==> config.mk <==
export PLATFORM = sky130hd
export DESIGN_NAME = apb_ral_apb_arbiter
export DESIGN_NICKNAME = d
export VERILOG_FILES = /design/src/rtl/apb_ral_apb_arbiter.sv
export SDC_FILE = /design/constraint.sdc
export NUM_CORES = 1
export LEC_CHECK = 0
export ABC_AREA = 1
export BUFFER_PORTS_ARGS = -buffer_cell sky130_fd_sc_hd__clkbuf_2
export CAP_MARGIN = 15
export CELL_PAD_IN_SITES_DETAIL_PLACEMENT = 1
export CELL_PAD_IN_SITES_GLOBAL_PLACEMENT = 1
export CORE_UTILIZATION = 30
export DETAILED_ROUTE_END_ITERATION = 8
export GPL_TIMING_DRIVEN = 0
export PLACE_DENSITY = 0.85
export RECOVER_POWER = 100
export SLEW_MARGIN = 30
export SYNTH_ARGS = -nofsm -noshare
export SYNTH_HDL_FRONTEND = slang
export SYNTH_SLANG_ARGS = --single-unit
==> constraint.sdc <==
create_clock -name pclk -period 2.35 [get_ports pclk]
set_clock_uncertainty 0.1 [all_clocks]
set_input_delay 0.1175 -clock pclk [delete_from_list [all_inputs] [get_ports pclk]]
set_output_delay 0.1175 -clock pclk [all_outputs]
set_load 0.01 [all_outputs]
==> src/rtl/apb_ral_apb_arbiter.sv <==
// apb_ral_apb_arbiter: round-robin arbiter sharing one APB slave
// between NUM_REQ valid/ready requesters, with wait-state timeout.
module apb_ral_apb_arbiter #(
   parameter int              NUM_REQ  = 2,
   parameter int              AW       = 16,
   parameter int              DW       = 32,
   parameter int              TIMEOUT  = 16,
   parameter logic [DW-1:0]   ERR_DATA = DW'(32'h0BADCAFE)
) (
   input  logic                  pclk,
   input  logic                  preset,
   input  logic [NUM_REQ-1:0]    req_valid,
   input  logic [NUM_REQ-1:0]    req_write,
   input  logic [NUM_REQ*AW-1:0] req_addr,
   input  logic [NUM_REQ*DW-1:0] req_wdata,
   output logic [NUM_REQ-1:0]    req_ready,
   output logic [NUM_REQ-1:0]    rsp_valid,
   output logic [DW-1:0]         rsp_rdata,
   output logic                  rsp_err,
   output logic                  psel,
   output logic                  penable,
   output logic                  pwrite,
   output logic [AW-1:0]         paddr,
   output logic [DW-1:0]         pwdata,
   input  logic [DW-1:0]         prdata,
   input  logic                  pready,
   input  logic                  pslverr
);

   localparam int IW = (NUM_REQ > 1) ? $clog2(NUM_REQ) : 1;
   localparam int JW = IW + 1;
   localparam logic [JW-1:0] NR = JW'(NUM_REQ);
   localparam logic [IW-1:0] LAST_RST = IW'(NUM_REQ - 1);
   localparam int CW = (TIMEOUT > 1) ? $clog2(TIMEOUT) : 1;
   localparam logic [CW-1:0] CNT_LAST =
      CW'((TIMEOUT > 0) ? TIMEOUT - 1 : 0);
   localparam bit TO_EN = (TIMEOUT != 0);

   typedef enum logic [1:0] {
      IDLE,
      SETUP,
      ACCESS,
      RESP
   } state_t;

   state_t               r_state;
   state_t               w_state_nxt;
   logic [IW-1:0]        r_last;
   logic [IW-1:0]        r_gnt;
   logic [CW-1:0]        r_cnt;
   logic [CW-1:0]        w_cnt_nxt;
   logic                 r_psel;
   logic                 r_penable;
   logic                 r_pwrite;
   logic [AW-1:0]        r_paddr;
   logic [DW-1:0]        r_pwdata;
   logic [DW-1:0]        r_rdata;
   logic                 r_err;
   logic [NUM_REQ-1:0]   r_rsp_valid;
   logic                 w_psel_nxt;
   logic                 w_penable_nxt;
   logic [DW-1:0]        w_rdata_nxt;
   logic                 w_err_nxt;
   logic [NUM_REQ-1:0]   w_rsp_nxt;
   logic                 w_found;
   logic [IW-1:0]        w_gidx;
   logic [JW-1:0]        w_j;
   logic [AW-1:0]        w_gaddr;
   logic [DW-1:0]        w_gwdata;
   logic                 w_gwrite;
   logic                 w_aligned;
   logic                 w_accept;

   // round-robin search starting just after the last granted requester
   always_comb begin
      w_found = 1'b0;
      w_gidx  = '0;
      w_j     = '0;
      for (int k = 1; k <= NUM_REQ; k++) begin
         w_j = {1'b0, r_last} + JW'(k);
         if (w_j >= NR) w_j = w_j - NR;
         if (!w_found && req_valid[w_j[IW-1:0]]) begin
            w_found = 1'b1;
            w_gidx  = w_j[IW-1:0];
         end
      end
   end

   assign w_gaddr   = req_addr[w_gidx*AW +: AW];
   assign w_gwdata  = req_wdata[w_gidx*DW +: DW];
   assign w_gwrite  = req_write[w_gidx];
   assign w_aligned = (w_gaddr[1:0] == 2'b00);
   assign w_accept  = (r_state == IDLE) && w_found;

   // accept strobe is the only combinational output
   always_comb begin
      req_ready = '0;
      if (w_accept) req_ready[w_gidx] = 1'b1;
   end

   // next-state and next registered outputs of the sequencer
   always_comb begin
      w_state_nxt   = r_state;
      w_psel_nxt    = 1'b0;
      w_penable_nxt = 1'b0;
      w_rsp_nxt     = '0;
      w_rdata_nxt   = r_rdata;
      w_err_nxt     = r_err;
      w_cnt_nxt     = r_cnt;
      unique case (r_state)
         IDLE: begin
            if (w_found) begin
               if (w_aligned) begin
                  w_state_nxt = SETUP;
                  w_psel_nxt  = 1'b1;
               end else begin
                  w_state_nxt       = RESP;
                  w_rsp_nxt[w_gidx] = 1'b1;
                  w_rdata_nxt       = ERR_DATA;
                  w_err_nxt         = 1'b1;
               end
            end
         end
         SETUP: begin
            w_state_nxt   = ACCESS;
            w_psel_nxt    = 1'b1;
            w_penable_nxt = 1'b1;
            w_cnt_nxt     = '0;
         end
         ACCESS: begin
            if (pready) begin
               w_state_nxt      = RESP;
               w_rsp_nxt[r_gnt] = 1'b1;
               w_rdata_nxt      = r_pwrite ? '0 : prdata;
               w_err_nxt        = pslverr;
            end else if (TO_EN && (r_cnt == CNT_LAST)) begin
               w_state_nxt      = RESP;
               w_rsp_nxt[r_gnt] = 1'b1;
               w_rdata_nxt      = ERR_DATA;
               w_err_nxt        = 1'b1;
            end else begin
               w_psel_nxt    = 1'b1;
               w_penable_nxt = 1'b1;
               w_cnt_nxt     = r_cnt + 1'b1;
            end
         end
         RESP: begin
            w_state_nxt = IDLE;
         end
         default: begin
            w_state_nxt = IDLE;
         end
      endcase
   end

   // state register and registered bus/response outputs
   always_ff @(posedge pclk) begin
      if (preset) begin
         r_state     <= IDLE;
         r_psel      <= 1'b0;
         r_penable   <= 1'b0;
         r_rsp_valid <= '0;
         r_rdata     <= '0;
         r_err       <= 1'b0;
         r_cnt       <= '0;
      end else begin
         r_state     <= w_state_nxt;
         r_psel      <= w_psel_nxt;
         r_penable   <= w_penable_nxt;
         r_rsp_valid <= w_rsp_nxt;
         r_rdata     <= w_rdata_nxt;
         r_err       <= w_err_nxt;
         r_cnt       <= w_cnt_nxt;
      end
   end

   // command latch; APB fields only move when a transfer will run
   always_ff @(posedge pclk) begin
      if (preset) begin
         r_last   <= LAST_RST;
         r_gnt    <= '0;
         r_pwrite <= 1'b0;
         r_paddr  <= '0;
         r_pwdata <= '0;
      end else if (w_accept) begin
         r_last <= w_gidx;
         r_gnt  <= w_gidx;
         if (w_aligned) begin
            r_pwrite <= w_gwrite;
            r_paddr  <= w_gaddr;
            r_pwdata <= w_gwdata;
         end
      end
   end

   assign psel      = r_psel;
   assign penable   = r_penable;
   assign pwrite    = r_pwrite;
   assign paddr     = r_paddr;
   assign pwdata    = r_pwdata;
   assign rsp_valid = r_rsp_valid;
   assign rsp_rdata = r_rdata;
   assign rsp_err   = r_err;

endmodule

==> summary.txt <==
Place
  – Pre-CTS WS: 0.3328 ns
  – GPL Wtd Cong: 0.8191
  – HPWL Detailed: 12240 µm
  – I/O Buffers: 222
  – Placed inst area: 5689 µm²

Synth
  – Register bit total from synthesis: 94
  – Post-Syn Area: 4353 µm²
  – Cells after Synth: 675
  – Dominant synthesized flop cell: dfxtp_1
  – Syn_area_per_cell: 6.449 µm²
  – Asr flop ratio synth: 0%
  – Most area-consuming cells after synthesis: dfxtp_1, nand2_1, nor2_1, nand3_1, a21oi_1
  – Number of synthesized flops with an enable pin: 0
  – Ys Warns: 0
  – Synth cell types: 24
  – Top cell type's share of synthesized area: 43.23%
  – Count leader, synth: nand2_1
  – Seq/Total Area, Yosys: 43.23%
  – Synth area leader: dfxtp_1
  – Post-synth net total: 816
  – Post-synth top cells: nand2_1, nor2_1, dfxtp_1, nand3_1

Detailed routing
  – Routed wire per std cell: 14.15 µm
  – Initial DRT Pass Iterations: 4
  – Via density: 4.599
  – Routed Wire Length: 15680 µm
  – Via count: 5096
  – # DRC: 0
  – Post-route ant nets: 0
  – Starting DRT DRC Count: 150

Worst setup path
  – RR Endpoint: rsp_rdata[25]
  – CP max FO: 10
  – Critical Path AT: 2.21 ns
  – Reg2Reg Depth: 9
  – Worst Path Required: 2.49 ns
  – Setup CP Type: reg -> reg
  – RR Startpoint: r_state[0]
  – CP Capture Type: flop
  – Type of origin of the critical path: flop
  – R2R setup slack: 0.27 ns

STA
  – Final hold vios: 0
  – Max-slew violations: 0
  – Hold WS: 0.006678 ns
  – Fmax: 0.4815 GHz
  – Setup slack after layout: 0.2732 ns
  – Setup violators final: 0
  – Unrepaired setup endpoints after global routing: no
  – Setup TNS: 0 ns
  – Relative slew slack: 60.59%
  – Ratio of final minimum period to clock period: 88.37%
  – Crit path time final: 2.077 ns
  – Worst Max-Slew Pin Slew: 0.5912 ns

Final layout
  – Design Area, Final: 5968 µm²
  – Layout cell share with drive strength beyond 1: 17.78%
  – N_diodes: 0
  – Layout area overhead: 37.11%
  – Post-layout nets: 1064

GRT
  – Global-route wire length before repair: 24120 µm
  – GRT overflow: 0
  – Number of global-route vias before repair: 4948
  – Largest net degree at the start of global routing: 14
  – Initial antenna violation count: 0
  – Total GRT Usage: 20.94%

CTS
  – Post-CTS Hold Fix Bufs: 15
  – CTS root buf: clkbuf_16
  – Clock Tree Buf Depth: 2
  – Post-CTS Setup Inserts: 0
  – Clock slew at reported path FFs: 0.06 ns
  – Post_cts resized: 0
  – Clock Latency Late Sink: 0.34 ns
  – Cts bufs inserted: 9
  – # clock sinks: 94
  – TritonCTS clock tree: done
  – CTS H-Tree Depth: 3

Floorplan
  – IO Pins: 224
  – Initial core utilization: 31.00%
  – Die height: 122.5 µm
  – Placeable Area: 14040 µm²
  – Row cnt: 43
  – Die X: 122.5 µm
  – DIE AREA: 15000 µm²

Pwr
  – Worst VDD drop: 0.0003990 V
  – P per Cell Area: 1049 nW/µm²
  – Leak: 2.913 nW
  – Power consumption: 6.260 mW

Hold path
  – Worst Hold Class: in -> reg
  – Hold path startpoint: req_addr[6]
  – Hold endpoint: paddr[6]
  – Hold Path Stages: 5

Run status
  – Status: finished, final reports clean

Run
  – Max-cap violations: 0
[logic make-up after synthesis]
group	share of synthesized area, %
AOI/OAI and AO/OA	9.227
adders and majority gates	1.437
buffers and inverters	6.640
DFF	43.23
and+or+nand+nor	39.47
[per-stage QoR]
step                      utilization [%]  instances
final                               42.50       1108
after global routing                42.50       1108
after CTS                           43.46       1108
after detailed placement            40.52       1077
after global placement              40.52       1077
after floorplan                         -        675
[layer usage]
| metal | vias up | global-route usage (%) | share of wire [%] |
|---|---|---|---|
| met2 | 183 | 37.68 | 49 |
| met3 | 16 | 6.784 | 8.5 |
| met4 | 0 | 7.622 | 1.8 |
| met5 | - | 0 | 0 |
| li1 | 2618 | - | - |
| met1 | 2279 | 22.75 | 41 |
[flip-flops by register name (all words and copies together), names as in the netlist]
register and count:
paddr 16, penable 1, psel 1, pwdata 32, pwrite 1, r_cnt 4
r_gnt 1, r_last 1, r_state 2, rsp_err 1, rsp_rdata 32, rsp_valid 2
[placed cells by master, fill, tap and decap left out]
cell	count
buf_2	8
clkinv_2	1
buf_4	4
clkbuf_16	9
clkinv_1	1
and3_1	3
nor2_2	2
o211ai_1	1
or2_2	1
clkbuf_8	1
buf_1	8
clkbuf_2	138
nand4_1	1
dlygate4sd3_1	15
nor2_1	172
nor3_1	3
ha_1	5
o21ai_1	4
dfxtp_1	94
inv_2	1
inv_1	16
nand3_1	53
a32oi_1	1
a21oi_1	28
nand2_1	198
clkbuf_1	115
o21ai_0	45
[worst max-delay path, stage by stage (launching register included)]
cell	delay, ns
dfxtp_1	0.38
inv_1	0.08
ha_1	0.24
nand3_1	0.18
nand3_1	0.14
nor2_2	0.15
clkbuf_1	0.42
nand2_1	0.12
nand2_1	0.10
nor2_1	0.05
[final cells by class]
class                   count  area (µm²)
clock buffers              15       257.7
inverters                  18       67.56
fillers                  2001        8074
repair buffers            237        1151
flip-flops and latches     94        1882
well taps                 180       225.2
plain buffers              46       202.7
multi-input cells         517        2177
clock inverters             1       5.005
[worst max-delay path by stage]
stage | startpoint | end | cells past startpoint
floorplan | r_state[0] | rsp_rdata[22] | 10
detailed placement | r_state[0] | rsp_rdata[29] | 9
global route | r_last | pwdata[7] | 10
CTS | r_state[0] | rsp_rdata[22] | 9
global placement | r_state[0] | rsp_rdata[22] | 9
finish | r_state[0] | rsp_rdata[25] | 9
[where the power goes]
part	total, mW	internal, mW	switching (mW)	leakage (nW)
logic	2.63	0.890	1.74	2.01
clock network	1.35	0.748	0.607	0.128
registers	2.28	2.04	0.243	0.772
total	6.26	3.67	2.59	2.91
Power figures use the tool's default switching activity.
